===== config.mk =====
export PLATFORM = sky130hd
export DESIGN_NAME = alu_cmd_sequencer_flat
export DESIGN_NICKNAME = d
export VERILOG_FILES = /design/src/rtl/alu_pkg.sv /design/src/rtl/alu_cmd_sequencer_if.sv /design/src/rtl/alu_regfile.sv /design/src/rtl/alu_cmd_sequencer.sv /design/src/flat_wrapper.sv
export SDC_FILE = /design/constraint.sdc
export NUM_CORES = 1
export LEC_CHECK = 0
export CAP_MARGIN = 15
export CELL_PAD_IN_SITES_DETAIL_PLACEMENT = 0
export CELL_PAD_IN_SITES_GLOBAL_PLACEMENT = 2
export CORE_MARGIN = 2
export CORE_UTILIZATION = 28
export DETAILED_ROUTE_END_ITERATION = 12
export PLACE_DENSITY = 0.8
export REMOVE_ABC_BUFFERS = 1
export SLEW_MARGIN = 20
export SYNTH_ARGS = -nofsm -noshare
export SYNTH_HDL_FRONTEND = slang
export SYNTH_SLANG_ARGS = --single-unit
export TNS_END_PERCENT = 50

===== constraint.sdc =====
create_clock -name clk -period 2 [get_ports clk]
set_input_delay 0.4 -clock clk [delete_from_list [all_inputs] [get_ports clk]]
set_output_delay 0.4 -clock clk [all_outputs]
set_load 0.02 [all_outputs]

===== src/rtl/alu_pkg.sv =====
// Shared types for the ALU command sequencer: ALU opcodes and sequencer FSM states.
package alu_pkg;

    typedef enum logic [2:0] {
        ADD  = 3'd0,
        SUB  = 3'd1,
        AND  = 3'd2,
        OR   = 3'd3,
        XOR  = 3'd4,
        SHL  = 3'd5,
        SHR  = 3'd6,
        PASS = 3'd7
    } alu_op_e;

    typedef enum logic [1:0] {
        IDLE = 2'd0,
        EXEC = 2'd1,
        RESP = 2'd2
    } seq_state_e;

endpackage


===== src/rtl/alu_cmd_sequencer_if.sv =====
// Command/response handshake bundle between a command source and the sequencer.
interface alu_cmd_sequencer_if #(
    parameter int SIZE  = 4,
    parameter int NREGS = 4
);
    localparam int RAW = $clog2(NREGS);

    logic            cmd_valid;
    logic            cmd_ready;
    logic [2:0]      cmd_opcode;
    logic [RAW-1:0]  cmd_rd;
    logic [RAW-1:0]  cmd_rs1;
    logic [RAW-1:0]  cmd_rs2;
    logic            cmd_use_imm;
    logic [SIZE-1:0] cmd_imm;

    logic            resp_valid;
    logic            resp_ready;
    logic [SIZE-1:0] resp_result;
    logic            resp_carry;
    logic [RAW-1:0]  resp_rd;

    modport master (
        output cmd_valid, cmd_opcode, cmd_rd, cmd_rs1, cmd_rs2, cmd_use_imm, cmd_imm,
        input  cmd_ready,
        input  resp_valid, resp_result, resp_carry, resp_rd,
        output resp_ready
    );

    modport slave (
        input  cmd_valid, cmd_opcode, cmd_rd, cmd_rs1, cmd_rs2, cmd_use_imm, cmd_imm,
        output cmd_ready,
        output resp_valid, resp_result, resp_carry, resp_rd,
        input  resp_ready
    );

endinterface


===== src/rtl/alu_regfile.sv =====
// Small register file: two asynchronous read ports, one synchronous write port, r0 reads zero.
module alu_regfile #(
    parameter  int SIZE  = 4,
    parameter  int NREGS = 4,
    localparam int RAW   = $clog2(NREGS)
) (
    input  logic            clk,
    input  logic            rst,
    input  logic [RAW-1:0]  raddr_a,
    output logic [SIZE-1:0] rdata_a,
    input  logic [RAW-1:0]  raddr_b,
    output logic [SIZE-1:0] rdata_b,
    input  logic            we,
    input  logic [RAW-1:0]  waddr,
    input  logic [SIZE-1:0] wdata
);

    logic [SIZE-1:0] regs [NREGS];

    // NOTE: this array is reset because a reset must clear architectural state; it stays
    // flop-based and is not meant to map onto a RAM macro.
    always_ff @(posedge clk) begin
        if (rst) begin
            for (int i = 0; i < NREGS; i++) begin
                regs[i] <= '0;
            end
        end else if (we && (waddr != '0)) begin
            regs[waddr] <= wdata;
        end
    end

    assign rdata_a = (raddr_a == '0) ? '0 : regs[raddr_a];
    assign rdata_b = (raddr_b == '0) ? '0 : regs[raddr_b];

endmodule


===== src/rtl/alu_cmd_sequencer.sv =====
// Serial command-issue stage feeding an external simple_alu: operand fetch, execute, writeback, response.
module alu_cmd_sequencer
    import alu_pkg::*;
#(
    parameter  int SIZE  = 4,
    parameter  int NREGS = 4,
    localparam int RAW   = $clog2(NREGS)
) (
    input  logic                clk,
    input  logic                rst,
    alu_cmd_sequencer_if.slave  bus,
    output logic [SIZE-1:0]     alu_a,
    output logic [SIZE-1:0]     alu_b,
    output logic [2:0]          alu_opcode,
    input  logic [SIZE-1:0]     alu_result,
    input  logic                alu_carry
);

    seq_state_e      state, state_nx;
    logic            accept;
    logic            exec_done;
    logic [RAW-1:0]  rd_q;
    logic [SIZE-1:0] rf_rdata_a;
    logic [SIZE-1:0] rf_rdata_b;

    alu_regfile #(
        .SIZE  (SIZE),
        .NREGS (NREGS)
    ) u_regfile (
        .clk     (clk),
        .rst     (rst),
        .raddr_a (bus.cmd_rs1),
        .rdata_a (rf_rdata_a),
        .raddr_b (bus.cmd_rs2),
        .rdata_b (rf_rdata_b),
        .we      (exec_done),
        .waddr   (rd_q),
        .wdata   (alu_result)
    );

    // NOTE: all state is updated with non-blocking assignments so every flop samples
    // pre-edge values, independent of block ordering.
    always_ff @(posedge clk) begin
        if (rst) begin
            state <= IDLE;
        end else begin
            state <= state_nx;
        end
    end

    // NOTE: every output of this block gets a default first, so no path leaves a value
    // unassigned and no latch is inferred.
    always_comb begin
        state_nx  = state;
        accept    = 1'b0;
        exec_done = 1'b0;
        case (state)
            IDLE: begin
                if (bus.cmd_valid) begin
                    accept   = 1'b1;
                    state_nx = EXEC;
                end
            end
            EXEC: begin
                exec_done = 1'b1;
                state_nx  = RESP;
            end
            RESP: begin
                if (bus.resp_ready) begin
                    state_nx = IDLE;
                end
            end
            default: state_nx = IDLE;
        endcase
    end

    // ALU drive registers are loaded at accept and hold their value until the next accept.
    always_ff @(posedge clk) begin
        if (rst) begin
            alu_a           <= '0;
            alu_b           <= '0;
            alu_opcode      <= '0;
            rd_q            <= '0;
            bus.resp_result <= '0;
            bus.resp_carry  <= 1'b0;
            bus.resp_rd     <= '0;
        end else begin
            if (accept) begin
                alu_a      <= rf_rdata_a;
                alu_b      <= bus.cmd_use_imm ? bus.cmd_imm : rf_rdata_b;
                alu_opcode <= bus.cmd_opcode;
                rd_q       <= bus.cmd_rd;
            end
            if (exec_done) begin
                bus.resp_result <= alu_result;
                bus.resp_carry  <= alu_carry;
                bus.resp_rd     <= rd_q;
            end
        end
    end

    assign bus.cmd_ready  = (state == IDLE);
    assign bus.resp_valid = (state == RESP);

endmodule


===== src/flat_wrapper.sv =====
// flat-port wrapper written by rule: the top's interface ports become plain ports
module alu_cmd_sequencer_flat import alu_pkg::*;
#(
    parameter  int SIZE  = 4,
    parameter  int NREGS = 4,
    localparam int RAW   = $clog2(NREGS)
)
  (clk, rst, alu_a, alu_b, alu_opcode, alu_result, alu_carry, bus_cmd_valid, bus_cmd_opcode, bus_cmd_rd, bus_cmd_rs1, bus_cmd_rs2, bus_cmd_use_imm, bus_cmd_imm, bus_cmd_ready, bus_resp_valid, bus_resp_result, bus_resp_carry, bus_resp_rd, bus_resp_ready);
  alu_cmd_sequencer_if #(.SIZE(SIZE), .NREGS(NREGS)) bus_i ();
  input  logic clk;
  input  logic rst;
  output logic [SIZE-1:0] alu_a;
  output logic [SIZE-1:0] alu_b;
  output logic [2:0] alu_opcode;
  input  logic [SIZE-1:0] alu_result;
  input  logic alu_carry;
  input wire logic [$bits(bus_i.cmd_valid)-1:0] bus_cmd_valid;
  input wire logic [$bits(bus_i.cmd_opcode)-1:0] bus_cmd_opcode;
  input wire logic [$bits(bus_i.cmd_rd)-1:0] bus_cmd_rd;
  input wire logic [$bits(bus_i.cmd_rs1)-1:0] bus_cmd_rs1;
  input wire logic [$bits(bus_i.cmd_rs2)-1:0] bus_cmd_rs2;
  input wire logic [$bits(bus_i.cmd_use_imm)-1:0] bus_cmd_use_imm;
  input wire logic [$bits(bus_i.cmd_imm)-1:0] bus_cmd_imm;
  output wire logic [$bits(bus_i.cmd_ready)-1:0] bus_cmd_ready;
  output wire logic [$bits(bus_i.resp_valid)-1:0] bus_resp_valid;
  output wire logic [$bits(bus_i.resp_result)-1:0] bus_resp_result;
  output wire logic [$bits(bus_i.resp_carry)-1:0] bus_resp_carry;
  output wire logic [$bits(bus_i.resp_rd)-1:0] bus_resp_rd;
  input wire logic [$bits(bus_i.resp_ready)-1:0] bus_resp_ready;
  assign bus_i.cmd_valid = bus_cmd_valid;
  assign bus_i.cmd_opcode = bus_cmd_opcode;
  assign bus_i.cmd_rd = bus_cmd_rd;
  assign bus_i.cmd_rs1 = bus_cmd_rs1;
  assign bus_i.cmd_rs2 = bus_cmd_rs2;
  assign bus_i.cmd_use_imm = bus_cmd_use_imm;
  assign bus_i.cmd_imm = bus_cmd_imm;
  assign bus_cmd_ready = bus_i.cmd_ready;
  assign bus_resp_valid = bus_i.resp_valid;
  assign bus_resp_result = bus_i.resp_result;
  assign bus_resp_carry = bus_i.resp_carry;
  assign bus_resp_rd = bus_i.resp_rd;
  assign bus_i.resp_ready = bus_resp_ready;
  alu_cmd_sequencer #(.SIZE(SIZE), .NREGS(NREGS)) u_core (.clk(clk), .rst(rst), .bus(bus_i), .alu_a(alu_a), .alu_b(alu_b), .alu_opcode(alu_opcode), .alu_result(alu_result), .alu_carry(alu_carry));
endmodule

# == Word level (Yosys, flattened, before mapping) ==
# Memories as Yosys holds them, arrays and structs flattened.
# Index checks and enable logic that the tools add are counted.
# classes
n_eq_ne,4
n_mux,17
reduce_logical,7
# op_table
operator,n
4-bit 2-to-1 mux,4
1-bit 2-to-1 mux,9
2-bit logical NOT,3
2-bit 2-to-1 mux,3
2-bit case mux with 3 select lines,1
4-bit OR reduction,1
"2-bit by 1-bit equality test with 1-bit output, second input constant",1
"2-bit equality test, second input constant",1
"2-bit by 1-bit != test with 1-bit output, second input constant",1
"2-bit != test, second input constant",1
2-bit AND reduction,1
2-bit nonzero test,1
1-bit logical AND,1
# totals
regBits,22
mem_bits_rw,16
inputBits,23
out_inout_bits,20
elab_cells,37
memories,1
# mem_list
memory,depth,word_bits,rd,rd_ports_with_merged_regs,write_ports,line_no,rtl
u_core.u_regfile.regs,4,4,2,0,4,alu_regfile.sv:18,logic [SIZE-1:0] regs [NREGS];

# == Logic depth before layout (Yosys ltp) ==
# logic_depth
depth_word,8
ltp_mapped,4
ltp_nobuf,3

# == Modules after synthesis ==
# Synthesis repeated with hierarchy kept, for this count alone.
# hier_totals
hier_cells,142
hier_area_um2,1549.0
# by_module_without_submodules
mod,instances,cells_each,area_per_inst_um2,seq_area_each_um2
alu_cmd_sequencer,1,87,864.6,440.4
alu_regfile,1,55,684.4,360.3

# == Worst setup path before layout ==
# Ideal clock, no wire load.
# synth_path
kind,in2reg
start,in rst
end,mem u_core.u_regfile.regs[2][0] (enable)
setup_time_ps,298
arrival_ps,1204
required_ps,1702
setup_slack_ps,498
stages,3
path_buffers,1
cell_sequence,buf_2 -> nor4b_1 -> or2_2
# synth_rtl
element,line_no,rtl
"start, declared",flat_wrapper.sv:11,input logic rst;
"end, declared",alu_regfile.sv:18,

# == Worst setup path after layout ==
# layout_path
start,reg u_core.state[1]
end,out bus_resp_valid
# layout_between
elab_chain_len,1
# layout_lines
element,line_no,rtl
"start, declared",alu_cmd_sequencer.sv:19,"seq_state_e state, state_nx;"
"start signal, assigned",alu_cmd_sequencer.sv:47,state <= state_nx;
2-bit equality test,alu_cmd_sequencer.sv:103,assign bus.resp_valid = (state == RESP);
"end, declared",flat_wrapper.sv:25,output wire logic [$bits(bus_i.resp_valid)-1:0] bus_resp_valid;
# No other way between the ends.

==> out/summary.json <==
{
  "wire_per_inst_um": 13.53,
  "diodes_inserted": 0,
  "grt_first_pass_wirelength_um": 5775,
  "die-area_um2": 5818,
  "cts-root-to-sink-buffers": 2,
  "finalNetCount": 210,
  "timing.hold.worst.class": "flop to flop",
  "source_to_sink_clock_delay_at_the_later_pin_of_the_worst_skew_pair_ns": 0.29,
  "comb_power_share_pct": 14.7,
  "grt_max_degree": 27,
  "report.final.slew_viol_count": 0,
  "ys.warnings.count": 0,
  "status": "completed",
  "setup-tns-final_ns": 0,
  "post-route-period-util_pct": 95.14,
  "path_max_fanout": 6,
  "cts_htree_levels": 2,
  "synth_area_per_cell_um2": 10.45,
  "ys_ff_latch": 34,
  "stdcell_area_um2": 2102,
  "core_area_um2": 5075,
  "power_dissipated_by_switching_net_loads_mw": 0.4082,
  "pwr_density_cell_nw_per_um2": 846.4,
  "synth_edf_count": 12,
  "setup_viol": 0,
  "post_drt_via_cell_ratio": 4.523,
  "finalNonFillerCells": 258,
  "postCtsSetupBuffers": 0,
  "placement.io_buffers": 42,
  "place.detailed.hpwl_um": 2658,
  "globalRouteTotalUtil_pct": 12.55,
  "grt_antenna_before_repair": 0,
  "rsz0062_at_grt": "false",
  "timing.critical_path.required_ns": 1.60,
  "worst-setup-path-type": "flop to output port",
  "power.share.sequential_pct": 43.8,
  "power.static_leakage_nw": 0.7530,
  "headroom_to_the_max_slew_limit_pct": 77.17,
  "arrival_ns": 1.50,
  "final-hold-violation-count": 0,
  "route.detailed.drc": 0,
  "post-place-cells": 250,
  "grt_pass1_vias": 1240,
  "ys_top_cells_by_count": "nand2_1 (24), dfxtp_1 (22), a21oi_1 (13)",
  "post-synth-top-count-cell": "nand2_1",
  "fmax_mhz": 525.6,
  "maxCapViolations": 0,
  "detailroute.via_count": 1167,
  "row_count": 26,
  "synth-async-reset-ratio_pct": 0,
  "synth_ff_type": "dfxtp_1",
  "globalRoute.totalOverflow": 0,
  "clock_power_share_pct": 41.5,
  "synth_sequential_area_ratio_pct": 54.75,
  "synth_top_cell_by_area": "dfxtp_1",
  "gp_congestion": 0.8412,
  "yosys.cell_types.count": 24,
  "area_delta_synth_final_pct": 43.71,
  "chipHeight_um": 76.28,
  "detailedRoute.firstPassIterationCount": 4,
  "buffer_cell_driving_the_clock_tree_root": "clkbuf_8",
  "post_cts_hold_buffer_count": 0,
  "cts_tree": "done",
  "start_util_pct": 28.82,
  "io-pin-count": 43,
  "cellInternalPower_mw": 1.371,
  "drt_first_iter_violations": 62,
  "ant_nets": 0,
  "critical_path.endpoint_type": "output port",
  "fin_worst_skew_ns": 0.01048,
  "yosysTopAreaCellShare_pct": 30.11,
  "routed_wirelength_um": 3492,
  "post_synth_main_area_contributors": "dfxtp_1 (30%), edfxtp_1 (25%), mux2_2 (6.2%), nand2_1 (6.2%), and2_1 (5.1%)",
  "syn_inst": 140,
  "die_w_um": 76.28,
  "power_switching_share_pct": 22.94,
  "drive_gt1_share_pct": 14.36,
  "final.fill_count": 508,
  "p_total_mw": 1.779,
  "timing_worst_slew_pin_value_ns": 0.3377,
  "finalCriticalPeriod_ns": 1.903,
  "cts-buffers-inserted": 5,
  "post_cts_repair_resize_count": 0,
  "postPlaceCellArea_um2": 1964,
  "ir_drop_mv": 0.4644,
  "finalCoreUtilization_pct": 41.42,
  "startpoint_type_of_the_worst_setup_path": "flop",
  "cts.sinks": 34,
  "clk_pin_slew_worst_paths_ns": 0.07,
  "synth_area_um2": 1463
}
metal layers:
metal,wire [um],GRT usage (%),vias to the layer above,part of all wire [%]
li1,-,-,593,-
met1,1680,15.19,528,48
met2,1576,20.35,38,45
met3,181,3.910,8,5.2
met4,53,5.818,0,1.5
met5,0,0,-,0
logic make-up (layout without fill, tap and decap cells):
group | Yosys count | after routing | synth area share (%)
AOI/OAI and AO/OA | 26 | 26 | 12.23
buffers and inverters | 7 | 55 | 2.994
DFF | 34 | 34 | 54.75
muxes | 8 | 8 | 6.159
and+or+nand+nor | 65 | 65 | 23.87
path summary, 6_finish.rpt:
kind / startpoint / endpoint / slack [ns] / cells after the start
max reg2reg: u_core.state[0] / u_core.u_regfile.regs[2][0] / 0.56 / 3
min reg2reg: u_core.alu_opcode[1] / u_core.alu_opcode[1] / 0.46 / 2
min: u_core.alu_opcode[1] / u_core.alu_opcode[1] / 0.46 / 2
max: u_core.state[1] / bus_resp_valid / 0.1 / 2
cells in the final DEF, fill, tap and decap left out:
| cell | count |
|---|---|
| nand2_1 | 24 |
| buf_4 | 5 |
| a211oi_1 | 4 |
| clkbuf_8 | 6 |
| a221oi_1 | 4 |
| and2b_1 | 1 |
| nor2_1 | 11 |
| edfxtp_1 | 12 |
| nor3b_2 | 2 |
| clkbuf_16 | 1 |
| nand2b_1 | 2 |
| a21oi_1 | 13 |
| clkdlybuf4s50_1 | 42 |
| a31o_2 | 1 |
| nor2b_1 | 3 |
| nor3_1 | 5 |
| mux2_2 | 8 |
| nor4b_4 | 1 |
| a222oi_1 | 4 |
| nor4b_1 | 1 |
| or3b_1 | 1 |
| or2_2 | 2 |
| bufinv_16 | 1 |
| dfxtp_1 | 22 |
| and2_1 | 12 |
final cells by class:
class / instances / area (um^2) / area share, %
clock inverter: 1 / 30.03 / 1.429
clock buffer: 7 / 107.6 / 5.119
tap: 70 / 87.58 / 4.167
multi-input combinational: 99 / 618.1 / 29.40
sequential: 34 / 800.8 / 38.10
timing repair buffer: 47 / 457.9 / 21.79
power by group through the flow:
stage | Clock [mW] | Sequential [mW] | Combinational (mW)
after floorplan | 0 | 0.819 | 0.0916
after global placement | 0 | 0.795 | 0.260
after detailed placement | 0 | 0.796 | 0.264
after CTS | 0.753 | 0.780 | 0.265
after global routing | 0.776 | 0.786 | 0.285
final | 0.738 | 0.780 | 0.261
critical path, cell delays in order (launching register included):
cell and delay [ns]:
dfxtp_1 0.40, nor2b_1 0.20, clkdlybuf4s50_1 0.63
flip-flops by register name, indices dropped and copies added (netlist names):
register / flops
u_core.bus.resp_carry: 1
u_core.u_regfile.regs: 12
u_core.bus.resp_result: 4
u_core.rd_q: 2
u_core.state: 2
u_core.alu_b: 4
u_core.alu_a: 4
u_core.alu_opcode: 3
u_core.bus.resp_rd: 2
stage by stage:
stage	setup WS (ns)	hold WS, ns
after detailed placement	0.1053	0.4498
after global routing	0.009032	0.4874
after floorplan	0.4249	0.4691
after CTS	0.07949	0.4601
final	0.09723	0.4579
after global placement	0.1328	0.4444
Power figures use the tool's default switching activity.
